==> src/rtl/fram_wb_arbiter.sv <==
// rtl/fram_wb_arbiter.sv - feature-SRAM port-B arbiter between decoder reads and queued CU writebacks
module fram_wb_arbiter #(
    parameter int ADDR_WIDTH  = 12,
    parameter int DATA_WIDTH  = 32,
    parameter int BANK_NUM    = 4,
    parameter int WBUF_DEPTH  = 4,
    parameter int STALL_LIMIT = 8,
    localparam int BANK_BITS       = $clog2(BANK_NUM),
    localparam int BANK_ADDR_WIDTH = ADDR_WIDTH - BANK_BITS,
    localparam int PTR_W           = $clog2(WBUF_DEPTH)
) (
    input  logic                                clk,
    input  logic                                rst,
    input  logic                                rp_en,
    input  logic [ADDR_WIDTH-1:0]               rp_addr,
    output logic                                rp_ready,
    output logic                                rp_rvalid,
    output logic [DATA_WIDTH-1:0]               rp_rdata,
    input  logic                                wp_valid,
    input  logic [ADDR_WIDTH-1:0]               wp_addr,
    input  logic [DATA_WIDTH-1:0]               wp_wdata,
    output logic                                wp_ready,
    output logic [BANK_NUM*BANK_ADDR_WIDTH-1:0] bram_addr,
    output logic [BANK_NUM*DATA_WIDTH-1:0]      bram_wdata,
    output logic [BANK_NUM-1:0]                 bram_we,
    output logic [BANK_NUM-1:0]                 bram_en,
    input  logic [BANK_NUM*DATA_WIDTH-1:0]      bram_rdata,
    output logic [PTR_W:0]                      wbuf_count,
    output logic                                idle,
    output logic                                raw_hazard,
    input  logic                                hazard_clr
);

    localparam int SW       = $clog2(STALL_LIMIT + 1);
    // force_wr is registered, so it must be raised one blocked cycle before the forced cycle
    localparam int FORCE_AT = (STALL_LIMIT >= 2) ? STALL_LIMIT - 2 : 0;

    logic [ADDR_WIDTH-1:0] q_addr [WBUF_DEPTH];
    logic [DATA_WIDTH-1:0] q_data [WBUF_DEPTH];
    logic [PTR_W-1:0]      rd_ptr;
    logic [PTR_W-1:0]      wr_ptr;
    logic [PTR_W:0]        count;
    logic [SW-1:0]         stall_cnt;
    logic                  force_wr;
    logic [BANK_BITS-1:0]  sel_q;

    logic                  empty;
    logic [ADDR_WIDTH-1:0] head_addr;
    logic [DATA_WIDTH-1:0] head_data;
    logic [BANK_BITS-1:0]  head_bank;
    logic [BANK_BITS-1:0]  rd_bank;
    logic                  same_bank;
    logic                  issue;
    logic                  blocked;
    logic                  rd_acc;
    logic                  push;
    logic [WBUF_DEPTH-1:0] entry_hit;

    assign empty      = (count == '0);
    assign head_addr  = q_addr[rd_ptr];
    assign head_data  = q_data[rd_ptr];
    assign head_bank  = head_addr[BANK_BITS-1:0];
    assign rd_bank    = rp_addr[BANK_BITS-1:0];
    assign same_bank  = (rd_bank == head_bank);
    assign issue      = !empty && (!rp_en || !same_bank || force_wr);
    assign blocked    = !empty && !issue;
    assign rp_ready   = !(force_wr && !empty && same_bank);
    assign rd_acc     = rp_en && rp_ready;
    assign wp_ready   = (count != (PTR_W+1)'(WBUF_DEPTH));
    assign push       = wp_valid && wp_ready;
    assign wbuf_count = count;
    assign idle       = empty;

    // an entry is live when its offset from the head is below the occupancy
    for (genvar i = 0; i < WBUF_DEPTH; i++) begin : g_match
        logic [PTR_W-1:0] off;
        assign off          = PTR_W'(i) - rd_ptr;
        assign entry_hit[i] = ({1'b0, off} < count) && (q_addr[i] == rp_addr);
    end

    always_comb begin
        bram_en    = '0;
        bram_we    = '0;
        bram_addr  = '0;
        bram_wdata = '0;
        for (int b = 0; b < BANK_NUM; b++) begin
            if (issue && (head_bank == BANK_BITS'(b))) begin
                bram_en[b]                                   = 1'b1;
                bram_we[b]                                   = 1'b1;
                bram_addr[b*BANK_ADDR_WIDTH +: BANK_ADDR_WIDTH] = head_addr[ADDR_WIDTH-1:BANK_BITS];
                bram_wdata[b*DATA_WIDTH +: DATA_WIDTH]        = head_data;
            end else if (rd_acc && (rd_bank == BANK_BITS'(b))) begin
                bram_en[b]                                   = 1'b1;
                bram_addr[b*BANK_ADDR_WIDTH +: BANK_ADDR_WIDTH] = rp_addr[ADDR_WIDTH-1:BANK_BITS];
            end
        end
    end

    always_comb begin
        rp_rdata = '0;
        if (rp_rvalid) begin
            rp_rdata = bram_rdata[int'(sel_q)*DATA_WIDTH +: DATA_WIDTH];
        end
    end

    always_ff @(posedge clk) begin
        if (push) begin
            q_addr[wr_ptr] <= wp_addr;
            q_data[wr_ptr] <= wp_wdata;
        end
    end

    always_ff @(posedge clk or posedge rst) begin
        if (rst) begin
            rd_ptr     <= '0;
            wr_ptr     <= '0;
            count      <= '0;
            stall_cnt  <= '0;
            force_wr   <= 1'b0;
            rp_rvalid  <= 1'b0;
            sel_q      <= '0;
            raw_hazard <= 1'b0;
        end else begin
            if (push) begin
                wr_ptr <= wr_ptr + PTR_W'(1);
            end
            if (issue) begin
                rd_ptr <= rd_ptr + PTR_W'(1);
            end
            case ({push, issue})
                2'b10:   count <= count + (PTR_W+1)'(1);
                2'b01:   count <= count - (PTR_W+1)'(1);
                default: count <= count;
            endcase

            if (empty || issue) begin
                stall_cnt <= '0;
            end else if (stall_cnt != SW'(STALL_LIMIT)) begin
                stall_cnt <= stall_cnt + SW'(1);
            end

            if (issue) begin
                force_wr <= 1'b0;
            end else if (blocked && (stall_cnt >= SW'(FORCE_AT))) begin
                force_wr <= 1'b1;
            end

            rp_rvalid <= rd_acc;
            if (rd_acc) begin
                sel_q <= rd_bank;
            end

            if (rd_acc && (|entry_hit)) begin
                raw_hazard <= 1'b1;
            end else if (hazard_clr) begin
                raw_hazard <= 1'b0;
            end
        end
    end

endmodule
==> config.mk <==
export PLATFORM = sky130hd
export DESIGN_NAME = fram_wb_arbiter
export DESIGN_NICKNAME = d
export VERILOG_FILES = /design/src/rtl/fram_wb_arbiter.sv
export SDC_FILE = /design/constraint.sdc
export NUM_CORES = 1
export LEC_CHECK = 0
export ABC_AREA = 1
export CAP_MARGIN = 20
export CORE_AREA = 2 2 159 161
export DETAILED_ROUTE_END_ITERATION = 8
export DIE_AREA = 0 0 161 163
export DONT_BUFFER_PORTS = 1
export PLACE_DENSITY = 0.64
export SLEW_MARGIN = 10
export SYNTH_ARGS = -nofsm -noshare
export SYNTH_HDL_FRONTEND = slang
export SYNTH_SLANG_ARGS = --single-unit
==> constraint.sdc <==
create_clock -name clk -period 4.25 [get_ports clk]
set_clock_uncertainty 0.1 [all_clocks]
set_input_delay 0.425 -clock clk [delete_from_list [all_inputs] [get_ports clk]]
set_output_delay 0.425 -clock clk [all_outputs]
set_load 0.01 [all_outputs]
==> flow_summary.ini <==
[status]
status = completed

[die]
die_w_um = 161
std_cell_rows = 58
num_io_pins = 405
core_mm2 = 0.0247
fp.dieH_um = 163
die_area_mm2 = 0.0262
start_util_pct = 43.8

[run]
cap_violations = 0

[power_and_ir_drop]
power_mw = 8.33
peakVddDrop_v = 0.000301
power_density_mw_per_mm2 = 689
leakage_nw = 4.73

[setup_path]
worstSetupPathType = flip-flop to output pin
crit_arrival_ps = 3270
cp-start-kind = flip-flop
cp_max_fo = 45
r2r_slack_ps = 1010
critPathCapture = bram_en[0]
crit_required_ps = 3720
endpoint_kind = output pin
worst_r2r_endpoint = wbuf_count[2]
crit_start = rd_ptr[0]
worst-r2r-cell-count = 16
reg2reg_from = rd_ptr[0]

[detailed_routing]
viasPerCell = 5.77
drt-initial-drc-count = 925
wire_per_inst_um = 20.8
antenna_left = 0
drtPass1Iterations = 5
drc = 0
vias = 9012
drt_wl_total_um = 32600

[global_route]
grt_pass1_vias = 8021
grt-ovfl-total = 0
gr-usage-met3_pct = 4.66
grt_use_met2_pct = 40.0
met1_usage_pct = 29.4
grt_antenna_before_repair = 7
grt_max_degree = 66
track_usage_pct = 23.5
busiest_layer = met2
grt_pass1_wl_um = 46600

[sta]
period_needed_ps = 3790
max_freq_mhz = 264
tightest_slew_ps = 1090
hold_viol_final = 0
fin_setup_tns_ps = 0
setup_viol = 0
relSlewSlack_pct = 26.9
rsz0062_at_grt = no
min_period_over_period_pct = 89.3
drv_slew = 0

[logic_synthesis]
yosysWarnings = 0
synthCells = 1225
syn_area_mm2 = 0.0108
netlist.area_leader.share_pct = 48.9
synth_nets = 1427
synth-seq-cells = 192
yosys.area.top_type = edfxtp_1
syn_area_per_cell_um2 = 8.83
yosysUniqueCellTypes = 32
yosys-top-cells-area = edfxtp_1, nor2_1, nand2_1
seq_area_frac_synth_pct = 52.6

[finish]
syn2layout_area_growth_pct = 11.7
n_fill_cell = 2311
num-nets-final = 1415
fin_util_pct = 49.0
drive_gt1_share_pct = 6.36
fin_area_mm2 = 0.0121

[placed_design]
io_buffers = 0
hpwlAfterDp_um = 22700
detailed_place.area_mm2 = 0.0110
gpl.final_weighted_congestion = 0.885

[cts]
root_buffer = clkbuf_16
post_cts_buffers = 0
clock_latency_ps = 430
cts_made_buffers = 17
clk_pin_slew_ps = 80
cts_resized = 0
clkSinkCount = 192
max-clock-path-buffers = 2
postCtsHoldBufs = 45
ctsHtreeMaxLevel = 4
cts_tree = yes

[worst_hold_path]
hold_depth = 3
min_path_type = primary input to flip-flop
-- cell families (layout without fill, tap and decap cells) --
family	count (synthesis)	after routing	share of synthesized area (%)
other cells	0	6	0
flops	192	192	52.6
simple gates	633	633	24.8
buf+inv	175	176	7.23
fa+ha+maj	13	13	1.57
xor+xnor	20	20	1.62
compound gates	192	192	12.2
-- worst max-delay path, stage by stage, from the launching register on --
cell	delay, ps
dfrtp_1	600
inv_1	240
nand2_1	100
nand2_1	50
nand2_1	80
nand2_2	90
nand2_1	60
nand2_1	50
inv_2	90
nand3_2	710
nand3_1	570
nand2_1	170
-- per-layer routing --
layer / routed length, um / vias to the layer above
li1: - / 4189
met1: 13000 / 4295
met2: 15800 / 464
met3: 2610 / 62
met4: 1130 / 2
met5: 13 / -
-- cell usage in the layout, fill, tap and decap left out, types with 8 or more instances in the layout --
cell / instances
nor2_1: 307
nand2_1: 217
edfxtp_1: 176
nand4_1: 82
inv_1: 80
o21ai_0: 72
dlygate4sd3_1: 45
a21oi_1: 40
a22o_1: 31
a221oi_1: 18
clkbuf_16: 17
dfrtp_1: 15
a221oi_2: 13
ha_1: 12
nand3_1: 11
xnor2_1: 11
xor2_1: 9
buf_4: 8
-- flip-flops by register name, summed over array words and instances (netlist names) --
register    flops
q_data        128
q_addr         48
stall_cnt       4
wbuf_count      3
rd_ptr          2
sel_q           2
wr_ptr          2
force_wr        1
raw_hazard      1
rp_rvalid       1
-- metrics by stage --
step	setup WS, ps	hold WS (ps)	cells
after CTS	502	51.4	1556
after floorplan	924	239	1225
final	457	73.3	1562
after detailed placement	997	352	1479
after global routing	176	61.9	1562
after global placement	1060	347	1479
-- area by class of cell --
class / count / area [um2] / share of cell area, %
Clock inverter: 15 / 240 / 1.99
Antenna cell: 6 / 15.0 / 0.124
Inverter: 87 / 327 / 2.70
Multi-Input combinational cell: 858 / 4390 / 36.3
Timing Repair Buffer: 57 / 591 / 4.89
Sequential cell: 192 / 5690 / 47.1
Clock buffer: 17 / 425 / 3.52
Tap cell: 330 / 413 / 3.42
-- synth_stat cells --
library cell  instances
a221oi_2             13
o21ai_0              72
dfrtp_1              16
xor2_1                9
inv_1                80
buf_6                12
nand2_2               4
o21ai_1               1
o221ai_1              4
buf_1                10
a22o_1               31
edfxtp_1            176
buf_4                 2
nand4_1              82
a221oi_1             18
clkbuf_1             42
fa_1                  1
ha_1                 12
xnor2_1              11
o2111ai_1             1
o211ai_1              6
nor3_1                1
nor2_1              312
a22oi_1               6
a21oi_1              40
nand3_4               5
nand3_1              11
inv_2                 5
clkinv_1              2
nand3_2               1
nand2_1             217
buf_2                22
-- worst min-delay path by stage --
stage                           from          to  slack, ps
after floorplan                  rst    force_wr        240
after global placement           rst   wr_ptr[0]        350
after detailed placement         rst   wr_ptr[0]        350
after CTS                 hazard_clr  raw_hazard         50
after global routing      hazard_clr  raw_hazard         60
final                     hazard_clr  raw_hazard         70
-- report_power, final --
part	internal, mW	switching [mW]	total [mW]	leakage [nW]
combinational	0.985	2.93	3.91	2.60
clock	0.887	0.860	1.75	0.318
sequential	2.47	0.195	2.67	1.81
total	4.35	3.98	8.33	4.73
(Power assumes the default switching activity.)
